<file path="src/rtl/load_store_unit_if.sv">
`default_nettype none
// ============================================================================
//  Module      : load_store_unit_if
//  Description : Data-bus interface between the load/store unit (master)
//                and the data memory / bus fabric (slave).
//  Revision    : 1.0 - initial release
// ============================================================================
interface load_store_unit_if;
    logic        mem_req;
    logic        mem_we;
    logic [31:0] mem_addr;
    logic [3:0]  mem_wstrb;
    logic [31:0] mem_wdata;
    logic        mem_ready;
    logic [31:0] mem_rdata;

    modport master (
        output mem_req,
        output mem_we,
        output mem_addr,
        output mem_wstrb,
        output mem_wdata,
        input  mem_ready,
        input  mem_rdata
    );

    modport slave (
        input  mem_req,
        input  mem_we,
        input  mem_addr,
        input  mem_wstrb,
        input  mem_wdata,
        output mem_ready,
        output mem_rdata
    );
endinterface
`default_nettype wire

</file>
<file path="src/rtl/load_store_unit.sv">
`default_nettype none
// ============================================================================
//  Module      : load_store_unit
//  Description : RV32I memory-access stage. One data-bus transaction per
//                request, byte-lane steering for stores, sign/zero extension
//                for loads, misalignment / illegal-funct3 / timeout errors.
//  Revision    : 1.0 - initial release
// ============================================================================
module load_store_unit #(
    parameter int TIMEOUT_CYCLES = 16
) (
    input  wire logic        clk,
    input  wire logic        reset,
    input  wire logic        start,
    input  wire logic        is_store,
    input  wire logic [2:0]  funct3,
    input  wire logic [31:0] addr,
    input  wire logic [31:0] store_data,
    output logic             busy,
    output logic             done,
    output logic             err,
    output logic [31:0]      load_data,
    load_store_unit_if.master bus
);

    typedef enum logic [1:0] {
        S_IDLE = 2'd0,
        S_REQ  = 2'd1,
        S_RESP = 2'd2
    } state_t;

    // Counter only needs to reach TIMEOUT_CYCLES-1.
    localparam int c_CNT_W = (TIMEOUT_CYCLES > 2) ? $clog2(TIMEOUT_CYCLES) : 1;
    localparam logic [c_CNT_W-1:0] c_CNT_LAST =
        c_CNT_W'((TIMEOUT_CYCLES > 0) ? TIMEOUT_CYCLES - 1 : 0);

    state_t              r_state_q,     w_state_d;
    logic [2:0]          r_funct3_q,    w_funct3_d;
    logic [1:0]          r_lsb_q,       w_lsb_d;
    logic [c_CNT_W-1:0]  r_cnt_q,       w_cnt_d;
    logic                r_err_q,       w_err_d;
    logic [31:0]         r_load_q,      w_load_d;
    logic                r_req_q,       w_req_d;
    logic                r_we_q,        w_we_d;
    logic [31:0]         r_addr_q,      w_addr_d;
    logic [3:0]          r_wstrb_q,     w_wstrb_d;
    logic [31:0]         r_wdata_q,     w_wdata_d;

    logic                w_legal;
    logic                w_aligned;
    logic                w_timeout;

    // Extract the addressed byte/half from the read word and extend it.
    function automatic logic [31:0] f_extend(input logic [31:0] rdata,
                                             input logic [2:0]  f3,
                                             input logic [1:0]  lsb);
        logic [7:0]  b;
        logic [15:0] h;
        logic [31:0] res;
        b = 8'(rdata >> {lsb, 3'b000});
        h = lsb[1] ? rdata[31:16] : rdata[15:0];
        case (f3)
            3'b000:  res = {{24{b[7]}}, b};
            3'b001:  res = {{16{h[15]}}, h};
            3'b100:  res = {24'd0, b};
            3'b101:  res = {16'd0, h};
            default: res = rdata;
        endcase
        return res;
    endfunction

    // Decode legality and alignment of the incoming request.
    always_comb begin
        w_legal   = 1'b0;
        w_aligned = 1'b0;
        if (is_store)
            w_legal = (funct3 == 3'b000) || (funct3 == 3'b001) || (funct3 == 3'b010);
        else
            w_legal = (funct3 == 3'b000) || (funct3 == 3'b001) || (funct3 == 3'b010) ||
                      (funct3 == 3'b100) || (funct3 == 3'b101);
        case (funct3[1:0])
            2'b00:   w_aligned = 1'b1;
            2'b01:   w_aligned = ~addr[0];
            2'b10:   w_aligned = (addr[1:0] == 2'b00);
            default: w_aligned = 1'b0;
        endcase
    end

    assign w_timeout = (TIMEOUT_CYCLES != 0) && (r_cnt_q == c_CNT_LAST);

    // Next-state and next-register logic for the IDLE/REQ/RESP sequencer.
    always_comb begin
        w_state_d  = r_state_q;
        w_funct3_d = r_funct3_q;
        w_lsb_d    = r_lsb_q;
        w_cnt_d    = r_cnt_q;
        w_err_d    = r_err_q;
        w_load_d   = r_load_q;
        w_req_d    = r_req_q;
        w_we_d     = r_we_q;
        w_addr_d   = r_addr_q;
        w_wstrb_d  = r_wstrb_q;
        w_wdata_d  = r_wdata_q;
        case (r_state_q)
            S_IDLE: begin
                if (start) begin
                    w_funct3_d = funct3;
                    w_lsb_d    = addr[1:0];
                    if (w_legal && w_aligned) begin
                        w_state_d = S_REQ;
                        w_cnt_d   = '0;
                        w_req_d   = 1'b1;
                        w_we_d    = is_store;
                        w_addr_d  = {addr[31:2], 2'b00};
                        w_wstrb_d = 4'b0000;
                        if (is_store) begin
                            case (funct3[1:0])
                                2'b00: begin
                                    w_wstrb_d = 4'b0001 << addr[1:0];
                                    w_wdata_d = {4{store_data[7:0]}};
                                end
                                2'b01: begin
                                    w_wstrb_d = 4'b0011 << addr[1:0];
                                    w_wdata_d = {2{store_data[15:0]}};
                                end
                                default: begin
                                    w_wstrb_d = 4'b1111;
                                    w_wdata_d = store_data;
                                end
                            endcase
                        end
                    end else begin
                        // Rejected request: report at once, bus untouched.
                        w_state_d = S_RESP;
                        w_err_d   = 1'b1;
                    end
                end
            end
            S_REQ: begin
                if (bus.mem_ready) begin
                    w_state_d = S_RESP;
                    w_req_d   = 1'b0;
                    w_err_d   = 1'b0;
                    if (!r_we_q)
                        w_load_d = f_extend(bus.mem_rdata, r_funct3_q, r_lsb_q);
                end else if (w_timeout) begin
                    w_state_d = S_RESP;
                    w_req_d   = 1'b0;
                    w_err_d   = 1'b1;
                end else if (TIMEOUT_CYCLES != 0) begin
                    w_cnt_d = r_cnt_q + 1'b1;
                end
            end
            S_RESP: begin
                w_state_d = S_IDLE;
            end
            default: begin
                w_state_d = S_IDLE;
                w_req_d   = 1'b0;
            end
        endcase
    end

    // State and datapath registers with synchronous reset.
    always_ff @(posedge clk) begin
        if (reset) begin
            r_state_q  <= S_IDLE;
            r_funct3_q <= 3'b000;
            r_lsb_q    <= 2'b00;
            r_cnt_q    <= '0;
            r_err_q    <= 1'b0;
            r_load_q   <= 32'd0;
            r_req_q    <= 1'b0;
            r_we_q     <= 1'b0;
            r_addr_q   <= 32'd0;
            r_wstrb_q  <= 4'b0000;
            r_wdata_q  <= 32'd0;
        end else begin
            r_state_q  <= w_state_d;
            r_funct3_q <= w_funct3_d;
            r_lsb_q    <= w_lsb_d;
            r_cnt_q    <= w_cnt_d;
            r_err_q    <= w_err_d;
            r_load_q   <= w_load_d;
            r_req_q    <= w_req_d;
            r_we_q     <= w_we_d;
            r_addr_q   <= w_addr_d;
            r_wstrb_q  <= w_wstrb_d;
            r_wdata_q  <= w_wdata_d;
        end
    end

    assign busy          = (r_state_q != S_IDLE);
    assign done          = (r_state_q == S_RESP);
    assign err           = r_err_q;
    assign load_data     = r_load_q;
    assign bus.mem_req   = r_req_q;
    assign bus.mem_we    = r_we_q;
    assign bus.mem_addr  = r_addr_q;
    assign bus.mem_wstrb = r_wstrb_q;
    assign bus.mem_wdata = r_wdata_q;

endmodule
`default_nettype wire

</file>
<file path="src/flat_wrapper.sv">
// flat-port wrapper written by rule: the top's interface ports become plain ports
module load_store_unit_flat 
#(
    parameter int TIMEOUT_CYCLES = 16
)
  (clk, reset, start, is_store, funct3, addr, store_data, busy, done, err, load_data, bus_mem_req, bus_mem_we, bus_mem_addr, bus_mem_wstrb, bus_mem_wdata, bus_mem_ready, bus_mem_rdata);
  load_store_unit_if bus_i ();
  input  wire logic clk;
  input  wire logic reset;
  input  wire logic start;
  input  wire logic is_store;
  input  wire logic [2:0] funct3;
  input  wire logic [31:0] addr;
  input  wire logic [31:0] store_data;
  output logic busy;
  output logic done;
  output logic err;
  output logic [31:0] load_data;
  output wire logic [$bits(bus_i.mem_req)-1:0] bus_mem_req;
  output wire logic [$bits(bus_i.mem_we)-1:0] bus_mem_we;
  output wire logic [$bits(bus_i.mem_addr)-1:0] bus_mem_addr;
  output wire logic [$bits(bus_i.mem_wstrb)-1:0] bus_mem_wstrb;
  output wire logic [$bits(bus_i.mem_wdata)-1:0] bus_mem_wdata;
  input wire logic [$bits(bus_i.mem_ready)-1:0] bus_mem_ready;
  input wire logic [$bits(bus_i.mem_rdata)-1:0] bus_mem_rdata;
  assign bus_mem_req = bus_i.mem_req;
  assign bus_mem_we = bus_i.mem_we;
  assign bus_mem_addr = bus_i.mem_addr;
  assign bus_mem_wstrb = bus_i.mem_wstrb;
  assign bus_mem_wdata = bus_i.mem_wdata;
  assign bus_i.mem_ready = bus_mem_ready;
  assign bus_i.mem_rdata = bus_mem_rdata;
  load_store_unit #(.TIMEOUT_CYCLES(TIMEOUT_CYCLES)) u_core (.clk(clk), .reset(reset), .start(start), .is_store(is_store), .funct3(funct3), .addr(addr), .store_data(store_data), .busy(busy), .done(done), .err(err), .load_data(load_data), .bus(bus_i));
endmodule
</file>
<file path="config.mk">
export PLATFORM = sky130hd
export DESIGN_NAME = load_store_unit_flat
export DESIGN_NICKNAME = d
export VERILOG_FILES = /design/src/rtl/load_store_unit_if.sv /design/src/rtl/load_store_unit.sv /design/src/flat_wrapper.sv
export SDC_FILE = /design/constraint.sdc
export NUM_CORES = 1
export LEC_CHECK = 0
export BUFFER_PORTS_ARGS = -buffer_cell sky130_fd_sc_hd__buf_2
export CORE_ASPECT_RATIO = 1.2
export CORE_MARGIN = 1
export CORE_UTILIZATION = 52
export CTS_CLUSTER_DIAMETER = 80
export CTS_CLUSTER_SIZE = 24
export DETAILED_ROUTE_END_ITERATION = 16
export GPL_TIMING_DRIVEN = 0
export HOLD_SLACK_MARGIN = 0.12
export PLACE_DENSITY_LB_ADDON = 0.08
export SLEW_MARGIN = 30
export SYNTH_ARGS = -nofsm -noshare
export SYNTH_HDL_FRONTEND = slang
export SYNTH_SLANG_ARGS = --single-unit
</file>
<file path="constraint.sdc">
create_clock -name clk -period 3.3 [get_ports clk]
set_input_delay 0.495 -clock clk [delete_from_list [all_inputs] [get_ports clk]]
set_output_delay 0.495 -clock clk [all_outputs]
set_load 0.05 [all_outputs]
</file>
**Word level (Yosys, flattened, before mapping)**

Index checks and enable logic that the tools add are counted.

- Bits in registers: 112
- Output and inout port bits: 105
- Word-level logic and storage cells: 83

- Add/subtract/negate cells: 1
- Eq/ne operators: 18
- Shift-type cells: 3
- Mux-type cells: 27
- Bitwise logic cells: 3
- Reductions and logical operators: 20

Operator list:

| cell | count |
|---|---|
| one-hot mux 32 bit (4 select lines) | 1 |
| one-hot mux 32 bit (2 select lines) | 1 |
| right shift 32 x 5 -> 8 bit | 1 |
| two-way mux 4 bit | 5 |
| two-way mux 16 bit | 1 |
| one-hot mux 4 bit (2 select lines) | 2 |
| equality test 3 bit (second input constant) | 4 |
| AND reduction 4 bit | 3 |
| two-way mux 1 bit | 9 |
| two-way mux 2 bit | 4 |
| != test 2 bit (second input constant) | 4 |
| equality test 3 x 1 -> 1 bit (second input constant) | 2 |
| zero test 2 bit | 3 |
| zero test 3 bit | 2 |
| one-hot mux 1 bit (3 select lines) | 2 |
| AND reduction 3 bit | 2 |
| AND reduction 5 bit | 1 |
| adder 4 x 1 -> 4 bit (second input constant) | 1 |
| equality test 2 x 1 -> 1 bit (second input constant) | 2 |
| equality test 2 bit (second input constant) | 2 |
| equality test 4 bit (second input constant) | 1 |
| logical OR 1 bit | 4 |
| one-hot mux 2 bit (2 select lines) | 1 |
| AND reduction 2 bit | 2 |
| other kinds (9) | 12 |

**Depth between registers and ports, before layout**

Gate-level depths: netlist of the first run.

- Depth after elaboration: 10
- Depth in mapped cells: 7
- Gate-level depth less buffers: 5

**Worst setup path after synthesis of the first run**

No wires, ideal clock.

- Path kind: input port to flip-flop
- Start point: in funct3[0]
- End point: reg u_core.r_wdata_q[18] (netlist: u_core.bus.mem_wdata[18])
- Setup time: 0.143 ns
- Data arrival time: 1.694 ns
- Setup slack: 1.463 ns
- Cell stages on the path: 6
- Path buffers: 3
- Cells stage by stage: buf_2 -> or4_4 -> a21boi_4 -> buf_6 -> buf_12 -> a211oi_2

- Word-level cells in the longest chain between the ends: 8

RTL lines:

| what | line | source |
|---|---|---|
| from (decl) | flat_wrapper.sv:12 | `input wire logic [2:0] funct3;` |
| equality test 3 x 1 -> 1 bit / zero test 3 bit (equally long branches) | load_store_unit.sv:77, load_store_unit.sv:79 |  |
| logical OR 1 bit (2 in a row) | load_store_unit.sv:77, load_store_unit.sv:79 |  |
| logical OR 1 bit | load_store_unit.sv:79 | `w_legal = (funct3 == 3'b000) \|\| (funct3 == 3'b001) \|\| (funct3 == 3'b010) \|\|` |
| logical OR 1 bit | load_store_unit.sv:80 | `(funct3 == 3'b100) \|\| (funct3 == 3'b101);` |
| two-way mux 1 bit | load_store_unit.sv:76 | `if (is_store)` |
| logical AND 1 bit | load_store_unit.sv:109 | `if (w_legal && w_aligned) begin` |
| AND reduction 4 bit (no line) | -- |  |
| to (signal assigned) | load_store_unit.sv:189 | `r_wdata_q <= w_wdata_d;` |
| to (decl) | load_store_unit.sv:47 | `logic [31:0] r_wdata_q, w_wdata_d;` |

Parallel ways exist; a longest one is shown, timed or not.
A chain may end at the register's enable or synchronous reset.

**Final worst setup path of the first run**

- Start point: reg u_core.r_state_q[1]
- End point: reg u_core.r_load_q[14] (netlist: u_core.load_data[14])

- Word-level cells in the longest chain between the ends: 2

RTL lines:

| what | line | source |
|---|---|---|
| from (decl) | load_store_unit.sv:37 | `state_t r_state_q, w_state_d;` |
| from (signal assigned) | load_store_unit.sv:179 | `r_state_q <= w_state_d;` |
| equality test 2 x 1 -> 1 bit | load_store_unit.sv:104 | `case (r_state_q)` |
| AND reduction 3 bit (no line) | -- |  |
| to (signal assigned) | load_store_unit.sv:184 | `r_load_q <= w_load_d;` |
| to (decl) | load_store_unit.sv:42 | `logic [31:0] r_load_q, w_load_d;` |

Every way passes these cells.

==> metrics.md, run 1 <==
| Metric | Value |
|---|---|
| Min cycle time layout | `2.12 ns` |
| Share of post-route cells with drive strength above 1 | `0.339` |
| Worst VDD drop | `0.251 mV` |
| H-tree Lvls | `3` |
| Pwr Density | `473 mW/mm^2` |
| Xor/xnor share of the synthesized area | `0.00337` |
| Mux share of post-synthesis cell area | `0.0952` |
| Dpl hpwl | `11900 um` |
| Gpl congestion | `0.956` |
| CP arrival | `2.31 ns` |
| Hold path depth | `3` |
| Vias in the first global route | `4984` |
| RSZ-0062 raised after global routing | `no` |
| Largest net degree at the start of global routing | `19` |
| Total of warnings raised by yosys | `0` |
| Cells on worst reg2reg path | `5` |
| Worst setup EP type | `flip-flop` |
| EDFF count, synth | `0` |
| Final setup TNS | `0 ns` |
| Cts hold-fix bufs | `0` |
| Setup repair bufs after CTS | `0` |
| Final ANT Viol Nets | `0` |
| Synth top area share | `0.432` |
| Status | `finished, final reports clean` |
| Vias/cell | `5.51` |
| Synth area leaders | `dfxtp_1, nand2_1, mux2i_1` |
| Syn Area/Cell | `8.57 sq um` |
| ANT cells | `0` |
| Post-CTS resize count | `0` |
| Crit share post-route | `0.643` |
| Rows | `39` |
| Most common cell after layout, fill and taps aside | `buf_2` |
| Initial Util | `0.540` |
| Slowest CP cell | `a211oi_2` |
| CP startpoint kind | `flip-flop` |
| Area delta synth->final | `28.1%` |
| Total GRT Usage | `0.295` |
| Most frequent cells in the layout | `buf_2, nand2_1, dfxtp_1` |
| Slew at the pin closest to its max-slew limit | `0.917 ns` |
| Core area | `0.00961 sq mm` |
| Post-synthesis sequential area ratio | `0.432` |
| Synth Area in Simple Gates | `0.194` |
| Reg clk slew, reported paths | `0.07 ns` |
| Cts bufs inserted | `9` |
| Die area | `0.0104 sq mm` |
| Yosys top cell by area | `dfxtp_1` |
| # clock sinks | `112` |
| Grt ovf | `0` |
| Wire per inst | `16.3 um` |
| IO Count | `209` |
| CTS max path bufs | `2` |
| First-pass DRT Iterations | `6` |
| Async SR Flop Fraction | `0` |
| Fmax | `0.472 GHz` |
| Max-cap violations | `0` |
| Number of remaining DRC errors | `0` |
| CP required | `3.49 ns` |
| Worst-Skew Late Latency | `0.35 ns` |
| First-pass GRT wire length | `24200 um` |
| Slew HR | `0.386` |
| Post-synth cell types | `44` |
| Peak per-stage delay on the critical path | `0.69 ns` |
| CTS tree | `yes` |
| Final setup fails | `0` |
| Ys flop type | `dfxtp_1` |
| Drt first-iter violations | `185` |
| Slew Viols, Final | `0` |
| Hold WC Path Type | `in2reg` |
| I/O Buffers | `202` |
| Clock Skew | `0.00874 ns` |
| Post-Syn Instances | `606` |
| Root Driver | `clkbuf_16` |
| FF+latch count, synth | `112` |
| Crit path max fanout | `9` |
| Hold Fails Final Rpt | `0` |
| Setup CP Type | `reg2reg` |
| Placed insts | `932` |
| Mapped Area | `0.00519 sq mm` |
| Vert. Die Dim | `111 um` |
| Largest family of logic cells by synthesized area | `compound AO/OA/AOI/OAI gates` |
| Complex-gate fraction of the synthesized area | `0.213` |
| CP Cell Sequence | `clkbuf_1 > nor2b_1 > nand3b_1 > a211oi_2 > a211oi_1` |
| Post-Synth Adder-Cell Area | `0.00241` |
| Via count | `5219` |
| Antenna violations before repair | `0` |
| Layout Nets | `925` |
| Leakage | `2.90 nW` |
| Die X | `93.2 um` |
| Finished Layout Cells | `948` |
| DRT Wirelength | `15400 um` |
sequential cells by signal, summed over array words and instances, names as in the netlist, 2 cells and up:
register              count
u_core.bus.mem_wdata     32
u_core.load_data         32
u_core.bus.mem_addr      30
u_core.bus.mem_wstrb      4
u_core.r_cnt_q            4
u_core.r_funct3_q         3
u_core.r_lsb_q            2
u_core.r_state_q          2
metal layers:
layer	share of wire	vias up	GRT usage	wire [um]
met3	0.066	39	0.0581	1010
met2	0.49	215	0.501	7620
met5	0	-	0	0
li1	-	2534	-	-
met4	0.040	0	0.148	610
met1	0.40	2431	0.350	6190
critical path, delay by kind of cell (launching register included):
kind,cells,cell delay (ns)
buffers and inverters,1,0.21
AOI/OAI and AO/OA,2,0.86
and+or+nand+nor,2,0.59
DFF,1,0.30
final cells by class:
cell class | count | area [sq um]
buffer | 54 | 299
clock buffer | 11 | 253
clock inverter | 5 | 38.8
fill | 830 | 2960
inverter | 2 | 7.51
multi-input combinational | 439 | 2650
sequential | 112 | 2240
tap | 123 | 154
timing repair buffer | 202 | 1010
power breakdown:
part	switching [mW]	leakage [nW]	internal (mW)	total, mW
combinational	0.442	1.85	0.214	0.656
clock	0.501	0.142	0.558	1.06
sequential	0.0285	0.909	1.40	1.43
metrics by stage:
stage / power [mW] / util / hold WS (ns) / setup slack, ns / area (sq um)
4_1_cts: 3.16 / 0.692 / 0.377 / 1.24 / 6650
5_1_grt: 3.27 / 0.692 / 0.380 / 1.06 / 6650
3_3_place_gp: 2.10 / 0.662 / 0.437 / 1.25 / 6360
6_report: 3.15 / 0.692 / 0.386 / 1.18 / 6650
2_1_floorplan: 1.92 / - / 0.456 / 1.46 / 5200
3_5_place_dp: 2.12 / 0.662 / 0.444 / 1.22 / 6360
synth_stat cells (4+ instances only):
cell type / instances
nand2_1: 132
dfxtp_1: 112
a21oi_1: 69
nor2_1: 54
mux2i_1: 37
a211oi_1: 34
clkbuf_1: 27
a211oi_2: 17
o21ai_0: 17
buf_2: 16
mux2_2: 9
nand3b_1: 9
nor4bb_1: 9
o22a_1: 7
buf_6: 6
nand3_1: 5
buf_4: 4
nor2b_1: 4
o211ai_1: 4
final timing paths:
check	from	to	slack, ns
worst max-delay path	u_core.r_state_q[1]	u_core.load_data[14]	1.18
worst min-delay path	addr[12]	u_core.bus.mem_addr[12]	0.39
worst max register to register	u_core.r_state_q[1]	u_core.load_data[14]	1.18
worst min register to register	u_core.bus.mem_addr[13]	u_core.bus.mem_addr[13]	0.45
cells by family (layout without fill, tap and decap cells):
logic type	count (synthesis)	after routing
mux	47	47
other cells	1	2
fa+ha+maj	1	1
compound gates	160	160
xor+xnor	2	2
flops	112	112
buf+inv	56	274
simple gates	227	227
Note: power is estimated with default switching activity, not from simulation.
==> run 2: changes to the inputs <==
CORE_UTILIZATION = 44   (was 52)
clock period = 1.79 ns   (was 3.3 ns; I/O delays follow)
==> metrics.md, run 2 (synthesis results as in run 1) <==
| Metric | Value |
|---|---|
| Antenna violations before repair | `1 (was 0)` |
| Min cycle time layout | `1.73 ns (was 2.12 ns)` |
| Pwr Total | `5.91 mW (was 3.15 mW)` |
| # clock sinks | `112 (unchanged)` |
| Internal power | `4.16 mW (was 2.18 mW)` |
| Sw Share | `0.295 (was 0.309)` |
| Setup CP Type | `reg2reg (unchanged)` |
| Worst-Skew Late Latency | `0.33 ns (was 0.35 ns)` |
| Clock power frac | `0.342 (was 0.336)` |
| Vias/cell | `5.25 (was 5.51)` |
| Pwr Density | `865 mW/mm^2 (was 473 mW/mm^2)` |
| Most common cell after layout, fill and taps aside | `buf_2 (unchanged)` |
| Max-cap violations | `0 (unchanged)` |
| Finished Layout Cells | `986 (was 948)` |
| Final setup TNS | `0 ns (unchanged)` |
| Final setup fails | `0 (unchanged)` |
| CP required | `1.98 ns (was 3.49 ns)` |
| Wire per inst | `16.4 um (was 16.3 um)` |
| Pre-CTS setup slack | `-0.303 ns (was 1.22 ns)` |
| Cts bufs inserted | `9 (unchanged)` |
| Final Worst Setup Slack | `0.0615 ns (was 1.18 ns)` |
| H-tree Lvls | `3 (unchanged)` |
| Gate power share | `0.209 (was 0.208)` |
| RSZ-0062 raised after global routing | `no (unchanged)` |
| CTS max path bufs | `2 (unchanged)` |
| Die X | `101 um (was 93.2 um)` |
| Placed insts | `966 (was 932)` |
| Die area | `0.0122 sq mm (was 0.0104 sq mm)` |
| Worst VDD drop | `0.594 mV (was 0.251 mV)` |
| Status | `finished, final reports clean (unchanged)` |
| Number of remaining DRC errors | `0 (unchanged)` |
| Most frequent cells in the layout | `buf_2, nand2_1, dfxtp_1 (unchanged)` |
| CTS tree | `yes (unchanged)` |
| First-pass DRT Iterations | `4 (was 6)` |
| Gpl congestion | `0.911 (was 0.956)` |
| Crit path max fanout | `10 (was 9)` |
| Grt ovf | `0 (unchanged)` |
| Largest net degree at the start of global routing | `17 (was 19)` |
| Final ANT Viol Nets | `0 (unchanged)` |
| Part of the power in registers | `0.449 (was 0.455)` |
| I/O Buffers | `202 (unchanged)` |
| Hold Slack | `0.162 ns (was 0.386 ns)` |
| Layout Nets | `929 (was 925)` |
| Post-DP Area | `0.00640 sq mm (was 0.00636 sq mm)` |
| Drt first-iter violations | `193 (was 185)` |
| Dpl hpwl | `12400 um (was 11900 um)` |
| Leakage | `2.96 nW (was 2.90 nW)` |
| Initial Util | `0.451 (was 0.540)` |
| Worst setup EP type | `flip-flop (unchanged)` |
| Filler cell count | `1129 (was 830)` |
| Reg clk slew, reported paths | `0.07 ns (about the same)` |
| Final Cell Area | `0.00683 sq mm (was 0.00665 sq mm)` |
| Net switching power | `1.74 mW (was 972 uW)` |
| Vias in the first global route | `4958 (was 4984)` |
| Slew Viols, Final | `0 (unchanged)` |
| Clock Skew | `0.00549 ns (was 0.00874 ns)` |
| First-pass GRT wire length | `25000 um (was 24200 um)` |
| Via count | `5173 (was 5219)` |
| DRT Wirelength | `16200 um (was 15400 um)` |
| Hold WC Path Type | `in2reg (unchanged)` |
| Share of post-route cells with drive strength above 1 | `0.356 (was 0.339)` |
| Slew at the pin closest to its max-slew limit | `0.888 ns (was 0.917 ns)` |
| Total GRT Usage | `0.265 (was 0.295)` |
| Slew HR | `0.406 (was 0.386)` |
| CP startpoint kind | `flip-flop (unchanged)` |
| Area delta synth->final | `31.5% (was 28.1%)` |
| Hold Fails Final Rpt | `0 (unchanged)` |
| IO Count | `209 (unchanged)` |
| Vert. Die Dim | `121 um (was 111 um)` |
| Fmax | `0.579 GHz (was 0.472 GHz)` |
| Post-layout util | `0.593 (was 0.692)` |
| Core area | `0.0115 sq mm (was 0.00961 sq mm)` |
| Rows | `43 (was 39)` |
| Crit share post-route | `0.966 (was 0.643)` |
| Root Driver | `clkbuf_16 (unchanged)` |
| CP arrival | `1.92 ns (was 2.31 ns)` |
run 2: repair_timing:
item / CTS / global route
pin swaps: 4 / 0
buffers inserted: 5 / 0
setup endpoints to repair: 84 / 25
hold buffers: 0 / 0
endpoints found under the hold margin: 0 / 0
gates resized for setup: 14 / 16
run 2: area by class of cell:
type	count	area [sq um]	area share
buffer	53	325	0.0476
antenna	1	2.50	0.000366
multi-input combinational	439	2700	0.395
tap	157	196	0.0288
clock buffer	13	260	0.0381
sequential	112	2240	0.328
inverter	2	7.51	0.00110
clock inverter	2	38.8	0.00568
timing repair buffer	207	1060	0.155
run 2: worst paths after layout:
path	from	end	slack, ns	cells after the start
worst max-delay path	u_core.r_lsb_q[1]	u_core.load_data[28]	0.06	6
worst min-delay path	addr[7]	u_core.bus.mem_addr[7]	0.16	3
worst max register to register	u_core.r_lsb_q[1]	u_core.load_data[28]	0.06	6
worst min register to register	u_core.bus.mem_addr[17]	u_core.bus.mem_addr[17]	0.45	2
run 2: layer usage:
layer / track usage / part of all wire / vias up
li1: - / - / 2544
met1: 0.310 / 0.41 / 2402
met2: 0.463 / 0.50 / 198
met3: 0.0495 / 0.060 / 29
met4: 0.120 / 0.031 / 0
met5: 0 / 0 / -
run 2: worst max-delay path, cell delays in order, from the launching register on:
cell and delay [ns]:
dfxtp_1 0.35, buf_4 0.21, mux2_2 0.35, mux2i_1 0.13, o31a_1 0.25, buf_4 0.22
a211oi_1 0.09
run 2: power groups by stage:
stage | logic [mW] | registers (mW) | clock network (mW)
after floorplan | 0.531 | 3.00 | 0
after global placement | 1.19 | 2.70 | 0
after detailed placement | 1.21 | 2.70 | 0
after CTS | 1.23 | 2.65 | 2.06
after global routing | 1.32 | 2.66 | 2.17
final | 1.24 | 2.65 | 2.02
